<file path="config.mk">
export PLATFORM = sky130hd
export DESIGN_NAME = ltc_core_scheduler
export DESIGN_NICKNAME = d
export VERILOG_FILES = /design/src/rtl/ltc_core_scheduler.sv
export SDC_FILE = /design/constraint.sdc
export NUM_CORES = 1
export LEC_CHECK = 0
export ABC_AREA = 1
export CAP_MARGIN = 30
export CORE_AREA = 2 2 277 279
export CTS_BUF_LIST = sky130_fd_sc_hd__clkbuf_8
export CTS_CLUSTER_DIAMETER = 50
export DETAILED_ROUTE_END_ITERATION = 10
export DIE_AREA = 0 0 279 281
export MAX_ROUTING_LAYER = met4
export SLEW_MARGIN = 20
export SYNTH_ARGS = -nofsm -noshare
export SYNTH_HDL_FRONTEND = slang
export SYNTH_SLANG_ARGS = --single-unit
</file>
<file path="constraint.sdc">
create_clock -name hash_clk -period 6.8 [get_ports hash_clk]
set_clock_uncertainty 0.1 [all_clocks]
set_input_delay 1.02 -clock hash_clk [delete_from_list [all_inputs] [get_ports hash_clk]]
set_output_delay 1.02 -clock hash_clk [all_outputs]
set_load 0.05 [all_outputs]
</file>
<file path="src/rtl/ltc_core_scheduler.sv">
// ltc_core_scheduler: broadcasts work to NCORES hashcores, waits for them to
// settle, tracks nonce-space exhaustion and funnels golden nonces from
// per-core one-entry holding slots into one round-robin output register.
module ltc_core_scheduler #(
  parameter int NCORES     = 4,
  parameter int DATA_W     = 256,
  parameter int SETTLE_CYC = 8
) (
  input  logic                   hash_clk,
  input  logic                   reset_n,
  input  logic                   work_valid,
  input  logic [DATA_W-1:0]      work_data,
  input  logic [3:0]             work_id,
  output logic                   work_ready,
  output logic                   core_load,
  output logic [DATA_W-1:0]      core_data,
  output logic [4*NCORES-1:0]    core_nonce_msb,
  input  logic [NCORES-1:0]      core_golden,
  input  logic [32*NCORES-1:0]   core_nonce,
  input  logic [NCORES-1:0]      core_wrapped,
  output logic                   out_valid,
  output logic [31:0]            out_nonce,
  output logic [3:0]             out_id,
  input  logic                   out_ready,
  output logic                   exhausted,
  output logic                   overflow
);

  localparam int RR_W  = (NCORES > 1) ? $clog2(NCORES) : 1;
  localparam int CNT_W = (SETTLE_CYC > 1) ? $clog2(SETTLE_CYC) : 1;
  localparam logic [CNT_W-1:0] SETTLE_LAST = CNT_W'(SETTLE_CYC - 1);
  localparam logic [RR_W-1:0]  RR_LAST     = RR_W'(NCORES - 1);

  typedef enum logic [1:0] {S_IDLE, S_LOAD, S_SETTLE, S_RUN} state_t;

  state_t              state_q;
  logic                work_ready_q;
  logic                core_load_q;
  logic [DATA_W-1:0]   core_data_q;
  logic [3:0]          id_q;
  logic [CNT_W-1:0]    cnt_q;
  logic [NCORES-1:0]   wrapped_q;
  logic                exhausted_q;
  logic                wrapped_all;

  // Holding slots, one per core
  logic [NCORES-1:0]         slot_full_q, slot_full_d;
  logic [NCORES-1:0][31:0]   slot_nonce_q, slot_nonce_d;
  logic [NCORES-1:0][3:0]    slot_id_q, slot_id_d;

  // Output stage
  logic                out_valid_q;
  logic [31:0]         out_nonce_q;
  logic [3:0]          out_id_q;
  logic                overflow_q;
  logic [RR_W-1:0]     rr_q;

  logic [NCORES-1:0]        golden_run;
  logic [NCORES-1:0]        avail;
  logic [NCORES-1:0]        take;
  logic [NCORES-1:0]        load_new;
  logic [NCORES-1:0]        drop;
  logic [NCORES-1:0][31:0]  cand_nonce;
  logic [NCORES-1:0][3:0]   cand_id;
  logic                     out_load;
  logic                     win_found;
  logic [RR_W-1:0]          win_idx;
  logic [RR_W-1:0]          rr_next;

  assign wrapped_all = &(wrapped_q | core_wrapped);
  assign out_load    = !out_valid_q || out_ready;
  assign rr_next     = (win_idx == RR_LAST) ? '0 : win_idx + 1'b1;

  // Per-core wiring: constant prefixes, candidate selection and slot next-state.
  // A golden pulse on an empty slot may bypass straight into the output
  // register; a full slot is older than any incoming pulse so it wins.
  for (genvar gi = 0; gi < NCORES; gi++) begin : g_core
    assign core_nonce_msb[4*gi +: 4] = 4'(gi);
    assign golden_run[gi] = core_golden[gi] && (state_q == S_RUN);
    assign avail[gi]      = slot_full_q[gi] || golden_run[gi];
    assign cand_nonce[gi] = slot_full_q[gi] ? slot_nonce_q[gi] : core_nonce[32*gi +: 32];
    assign cand_id[gi]    = slot_full_q[gi] ? slot_id_q[gi] : id_q;
    assign take[gi]       = out_load && win_found && (win_idx == RR_W'(gi));
    assign load_new[gi]   = golden_run[gi] && (slot_full_q[gi] ? take[gi] : !take[gi]);
    assign drop[gi]       = golden_run[gi] && slot_full_q[gi] && !take[gi];
    assign slot_full_d[gi]  = slot_full_q[gi] ? (!take[gi] || golden_run[gi])
                                              : (golden_run[gi] && !take[gi]);
    assign slot_nonce_d[gi] = load_new[gi] ? core_nonce[32*gi +: 32] : slot_nonce_q[gi];
    assign slot_id_d[gi]    = load_new[gi] ? id_q : slot_id_q[gi];
  end

  // Round-robin search: first available core at or after rr_q
  always_comb begin
    win_found = 1'b0;
    win_idx   = '0;
    for (int k = 0; k < NCORES; k++) begin
      automatic int idx = int'(rr_q) + k;
      if (idx >= NCORES) idx = idx - NCORES;
      if (!win_found && avail[idx]) begin
        win_found = 1'b1;
        win_idx   = RR_W'(idx);
      end
    end
  end

  // Work sequencing FSM with registered handshake/load outputs
  always_ff @(posedge hash_clk or negedge reset_n) begin
    if (!reset_n) begin
      state_q      <= S_IDLE;
      work_ready_q <= 1'b1;
      core_load_q  <= 1'b0;
      core_data_q  <= '0;
      id_q         <= '0;
      cnt_q        <= '0;
      wrapped_q    <= '0;
      exhausted_q  <= 1'b0;
    end else begin
      case (state_q)
        S_IDLE: begin
          if (work_valid) begin
            state_q      <= S_LOAD;
            work_ready_q <= 1'b0;
            core_load_q  <= 1'b1;
            core_data_q  <= work_data;
            id_q         <= work_id;
          end
        end
        S_LOAD: begin
          state_q     <= S_SETTLE;
          core_load_q <= 1'b0;
          cnt_q       <= SETTLE_LAST;
          wrapped_q   <= '0;
          exhausted_q <= 1'b0;
        end
        S_SETTLE: begin
          if (cnt_q == '0) begin
            state_q      <= S_RUN;
            work_ready_q <= 1'b1;
          end else begin
            cnt_q <= cnt_q - 1'b1;
          end
        end
        default: begin
          wrapped_q <= wrapped_q | core_wrapped;
          if (work_valid) begin
            state_q      <= S_LOAD;
            work_ready_q <= 1'b0;
            core_load_q  <= 1'b1;
            core_data_q  <= work_data;
            id_q         <= work_id;
          end else if (wrapped_all) begin
            state_q     <= S_IDLE;
            exhausted_q <= 1'b1;
          end
        end
      endcase
    end
  end

  // Holding slots and sticky drop flag
  always_ff @(posedge hash_clk or negedge reset_n) begin
    if (!reset_n) begin
      slot_full_q  <= '0;
      slot_nonce_q <= '0;
      slot_id_q    <= '0;
      overflow_q   <= 1'b0;
    end else begin
      slot_full_q  <= slot_full_d;
      slot_nonce_q <= slot_nonce_d;
      slot_id_q    <= slot_id_d;
      overflow_q   <= overflow_q || (|drop);
    end
  end

  // Output register: refills whenever empty or being consumed
  always_ff @(posedge hash_clk or negedge reset_n) begin
    if (!reset_n) begin
      out_valid_q <= 1'b0;
      out_nonce_q <= '0;
      out_id_q    <= '0;
      rr_q        <= '0;
    end else if (out_load) begin
      if (win_found) begin
        out_valid_q <= 1'b1;
        out_nonce_q <= cand_nonce[win_idx];
        out_id_q    <= cand_id[win_idx];
        rr_q        <= rr_next;
      end else begin
        out_valid_q <= 1'b0;
      end
    end
  end

  assign work_ready = work_ready_q;
  assign core_load  = core_load_q;
  assign core_data  = core_data_q;
  assign out_valid  = out_valid_q;
  assign out_nonce  = out_nonce_q;
  assign out_id     = out_id_q;
  assign exhausted  = exhausted_q;
  assign overflow   = overflow_q;

endmodule

</file>
# Word-level counts from Yosys, hierarchy flattened
# Index checks and enable logic that the tools add are counted.
[totals]
elab_cells = 182
reg_bits = 460
[op_classes]
n_reduce_logical = 65
eq_ne = 10
bitwise_logic = 5
addsub = 9
muxes = 62
n_lt_le_gt_ge = 9
[op_table]
columns = ["operator", "n"]
rows = [
  ["$mux W32", 9],
  ["$lt A32 B4 Y1 const B", 4],
  ["$bmux W32 S2", 1],
  ["$logic_and A1 B1 Y1", 28],
  ["$mux W1", 26],
  ["$mux W4", 5],
  ["$mux W2", 9],
  ["$sub A3 B3 Y4 const B", 3],
  ["$logic_or A1 B1 Y1", 10],
  ["$ge A3 B3 Y1 const B", 3],
  ["$reduce_and A3 Y1", 3],
  ["$bmux W1 S2", 4],
  ["$bmux W4 S2", 1],
  ["$eq A2 B2 Y1 const B", 4],
  ["$logic_not A1 Y1", 8],
  ["$pmux W4 S2", 1],
  ["$reduce_and A2 Y1", 4],
  ["$reduce_bool A2 Y1", 4],
  ["$add A2 B2 Y3 const B", 2],
  ["$ne A2 B2 Y1 const B", 3],
  ["$pmux W1 S2", 3],
  ["$pmux W2 S3", 1],
  ["$pmux W3 S2", 1],
  ["$eq A2 B1 Y1 const B", 2],
  ["16 further kinds", 21],
]

# Depth between registers and ports, before layout
[logic_depth]
ltp_word = 22
depth_mapped = 19

# Worst setup path after synthesis
# No wires, ideal clock.
[synth_path]
kind = "input to register"
start = "in core_golden[3]"
end = "reg slot_nonce_q[34] (netlist bit)"
stages = 15
arrival_time_ns = 2.477
required_ns = 6.583
setup_slack_ns = 4.106
path_cell_list = "nand2_1 > nand3_1 > nand2_1 > nand2_1 > nand2_2 > nand3_1 > nor2_2 > nor2_4 > buf_6 > nand3_2 > nand2_1 > buf_4 > buf_4 > nand4_1 > nand2_1"
[synth_via]
elab_chain_len = 20
elab_cells_between_ends = 34
cone_classes = "eq/ne: 1; mux: 21; reduce/logical: 12"
[synth_rtl]
columns = ["element", "line", "text"]
rows = [
  ["from (decl)", "18", "input logic [NCORES-1:0] core_golden,"],
  ["$logic_and A1 B1 Y1 *", "79", "assign golden_run[gi] = core_golden[gi] && (state_q == S_RUN);"],
  ["$logic_or A1 B1 Y1 *", "80", "assign avail[gi] = slot_full_q[gi] || golden_run[gi];"],
  ["$bmux W1 S2", "99", "if (!win_found && avail[idx]) begin"],
  ["$mux W1 (not written as such) (2 in series)", "99", ""],
  ["$mux W1", "99", ""],
  ["$logic_not A1 Y1", "99", ""],
  ["$logic_and A1 B1 Y1", "99", ""],
  ["$mux W1", "99", ""],
  ["[... 3 more ...]", "-", ""],
  ["$logic_not A1 Y1", "99", ""],
  ["$logic_and A1 B1 Y1", "99", ""],
  ["$mux W2 or $mux W1 (tied branches)", "99", ""],
  ["$eq A2 B1 Y1 or $logic_and A1 B1 Y1 (tied branches)", "83", "assign take[gi] = out_load && win_found && (win_idx == RR_W'(gi));"],
  ["$logic_and A1 B1 Y1 *", "83", ""],
  ["$logic_not A1 Y1", "84", "assign load_new[gi] = golden_run[gi] && (slot_full_q[gi] ? take[gi] : !take[gi]);"],
  ["$mux W1 *", "84", ""],
  ["$logic_and A1 B1 Y1 *", "84", ""],
  ["to (signal assigned)", "169", "slot_nonce_q <= slot_nonce_d;"],
  ["to (decl)", "48", "logic [NCORES-1:0][31:0] slot_nonce_q, slot_nonce_d;"],
]
# Mark *: on every way between the ends. The rest lies on a longest branch, timed or not. The select of a mux whose other input is x is not followed.
# A chain may end at the register's enable or synchronous reset.

# Worst setup path in the final report
[layout_path]
start = "reg slot_full_q[2]"
end = "reg slot_nonce_q[107] (netlist bit)"
[layout_via]
elab_chain_len = 19
elab_cells_between_ends = 33
cone_classes = "eq/ne: 1; mux: 21; reduce/logical: 11"
[layout_rtl]
columns = ["element", "line", "text"]
rows = [
  ["from (decl)", "47", "logic [NCORES-1:0] slot_full_q, slot_full_d;"],
  ["from (signal assigned)", "168", "slot_full_q <= slot_full_d;"],
  ["$logic_or A1 B1 Y1 *", "80", ""],
  ["$bmux W1 S2", "99", ""],
  ["$mux W1 (not written as such) (2 in series)", "99", ""],
  ["$mux W1", "99", ""],
  ["$logic_not A1 Y1", "99", ""],
  ["$logic_and A1 B1 Y1", "99", ""],
  ["$mux W1", "99", ""],
  ["$logic_not A1 Y1", "99", ""],
  ["[... 2 more ...]", "-", ""],
  ["$logic_not A1 Y1", "99", ""],
  ["$logic_and A1 B1 Y1", "99", ""],
  ["$mux W2 or $mux W1 (tied branches)", "99", ""],
  ["$eq A2 B2 Y1 or $logic_and A1 B1 Y1 (tied branches)", "83", ""],
  ["$logic_and A1 B1 Y1 *", "83", ""],
  ["$logic_not A1 Y1", "84", ""],
  ["$mux W1 *", "84", ""],
  ["$logic_and A1 B1 Y1 *", "84", ""],
]
# Marked as above.

==> results.txt <==
peak supply drop: 0.342 mV
most frequent cells in the layout: clkdlybuf4s50_1 (695), nand2_1 (672), dfrtp_1 (458), mux2_2 (256), nand4_1 (147)
final hold vios: 0
Initial DRC Count: 1308
WL per Instance: 24.1 um
Std-Cell Rows: 101
R2R Path Start: slot_full_q[2]$_DFF_PN0_
crit-path cells: buf_4 > inv_4 > nand3_1 > nand3_1 > nand2_1 > nor2_2 > nand4_1 > nand3_2 > buf_4 > nand3_1 > nand2_2 > nand3_2 > nand2_1 > nand2_1
power density cells: 637 nW/um2
CTS Hold Bufs: 0
Placed Cells: 3699
critical path data required time: 7260 ps
routability cong.: 0.924
synth unique cells: 36
share of layout cells above drive strength 1: 15.4%
WS Path Type: flop to flop
hpwl dp: 69.0 mm
post-route setup TNS: 0 ps
status: complete, no violations
vias in the first global route: 18400
Multi-input gate area: 8660 um2
htree depth: 3
max-cap violations: 0
CP endpoint kind: flop
Ys Warns: 0
largest net degree at the start of global routing: 139
cell count after synthesis: 2146
Tmin final: 4630 ps
core box area: 75400 um2
GRT Util Overall: 24.0%
Sequential cell area: 11500 um2
Hold Crit Class: input pin to asynchronous set/reset pin
number of port buffers: 696
register area share after synthesis: 54.7%
die height: 281 um
Resize count post-CTS: 0
Fmax: 0.216 GHz
async set-reset flop share out of synthesis: 100%
via-per-instance ratio: 4.76
Final Net Count: 3221
max incr delay on CP: 870 ps
top fanout value on the critical path: 44
Reg2Reg Setup Slack: 2170 ps
reg2reg path depth: 14
DRC violations left: 0
Worst EP arrival: 5090 ps
I/O Pins: 713
DR pass1 iterations: 5
Period Utilization, post-route: 68.1%
Syn Area/Cell: 9.81 um2
die span in x: 279 um
DRT Wirelength: 93.1 mm
Max Used Layer: met4
clock-pin slew on the worst setup and hold paths: 60 ps
area leader, netlist: dfrtp_1
Clock Sinks: 460
RR Endpoint: slot_nonce_q[107]$_DFFE_PN0P_
Slowest-stage cell, CP: nand3_2
metal2 WL: 44.9 mm
wl on met1: 36.1 mm
worst-margin pin slew: 895 ps
Clock Path Buffers: 3
met3 wire length: 9.61 mm
Slew Limit Fails: 0
CP Launch Type: flop
setup violators final: 0
Hold Slack: 259 ps
post-route ant nets: 0
Yosys top cell area share: 54.6%
TritonCTS clock tree: yes
commonest non-fill, non-tap cell in the layout: clkdlybuf4s50_1
Slew HR: 40.3%
worst-skew pair later-pin latency: 710 ps
root buffer cell: clkbuf_8
Finished Layout Cells: 3866
Post-synth EDFFs: 0
fill count: 7330
area of the die: 78400 um2
initial antenna violation count: 40
cell area after synthesis: 21000 um2
predominant post-synthesis flop cell: dfrtp_1
RSZ-0062 raised after global routing: false
Starting Density: 27.9%
total gr overflow: 0
largest cells by area after synthesis: dfrtp_1 (55%), mux2_2 (14%), nand2_1 (12%)
Area Overhead vs Synth: 45.7%
synthesized flop and latch total: 460
vias post-DR: 18400
Leakage: 0.0140 uW
Num CTS Buffers: 91
setup bufs post-CTS: 0
first-pass GRT wire length: 132 mm
synthesized netlist by cell type (all sizes together), types with 7 or more instances:
cell type    n
a21oi       13
buf         87
clkbuf      76
dfrtp      459
ha           7
inv         29
mux2       256
mux2i       32
nand2      678
nand3       67
nand4      150
nor2       150
o21ai      127
report_power, final:
group | switching, uW | leakage [uW] | internal (uW)
clock | 1290 | 0.00105 | 1650
combinational | 7840 | 0.00739 | 3870
sequential | 766 | 0.00552 | 4120
total | 9890 | 0.0140 | 9640
state kept, by name, indices dropped and copies added, names as in the netlist, 2 cells and up:
register	cells
slot_id_q	16
state_q	2
out_id	4
core_data	256
slot_nonce_q	128
rr_q	2
wrapped_q	4
out_nonce	32
slot_full_q	4
cnt_q	3
id_q	4
cells by family (layout without fill, tap and decap cells):
family / count (synthesis) / after routing / share of synthesized area (%)
fa+ha+maj: 7 / 7 / 0.416
flops: 460 / 460 / 54.7
mux: 288 / 288 / 15.2
other cells: 2 / 29 / 0.0357
buf+inv: 193 / 908 / 4.48
simple gates: 1047 / 1047 / 21.5
compound gates: 149 / 149 / 3.66
cell type report:
class | count | share of cell area (%)
diodes | 13 | 0.106
multi-input cells | 1507 | 28.2
clock buffers | 110 | 4.94
repair buffers | 724 | 23.7
well taps | 978 | 3.99
flip-flops and latches | 460 | 37.5
inverters | 30 | 0.383
clock inverters | 44 | 1.14
worst max-delay path, delay by kind of cell (launching register included):
kind | cells | cell delay (ps)
flops | 1 | 360
buf+inv | 3 | 1070
simple gates | 11 | 2930
stage by stage:
| stage | setup WS [ps] | power [uW] | util [%] | cell area, um2 |
|---|---|---|---|---|
| finish | 2170 | 19500 | 40.7 | 30700 |
| global route | 1790 | 20700 | 40.7 | 30700 |
| CTS | 2200 | 19700 | 40.6 | 30600 |
| detailed placement | 1640 | 16600 | 38.1 | 28800 |
| global placement | 1680 | 16600 | 38.1 | 28700 |
| floorplan | 4110 | 12600 | - | 21100 |
worst max-delay path by stage:
| stage | startpoint | end | slack (ps) | depth (start not counted) |
|---|---|---|---|---|
| after global routing | slot_full_q[0]$_DFF_PN0_ | slot_nonce_q[109]$_DFFE_PN0P_ | 1790 | 14 |
| after detailed placement | core_golden[1] | slot_id_q[14]$_DFFE_PN0P_ | 1640 | 14 |
| after floorplan | core_golden[3] | slot_nonce_q[34]$_DFFE_PN0P_ | 4110 | 15 |
| after CTS | slot_full_q[2]$_DFF_PN0_ | slot_id_q[14]$_DFFE_PN0P_ | 2200 | 14 |
| after global placement | core_golden[1] | slot_id_q[12]$_DFFE_PN0P_ | 1680 | 14 |
| final | slot_full_q[2]$_DFF_PN0_ | slot_nonce_q[107]$_DFFE_PN0P_ | 2170 | 14 |
per-layer routing:
layer | track usage, % | vias up
met5 | - | -
met4 | 6.73 | 0
met3 | 10.2 | 173
met2 | 38.9 | 752
met1 | 27.1 | 8941
li1 | - | 8518
Power figures use the tool's default switching activity.
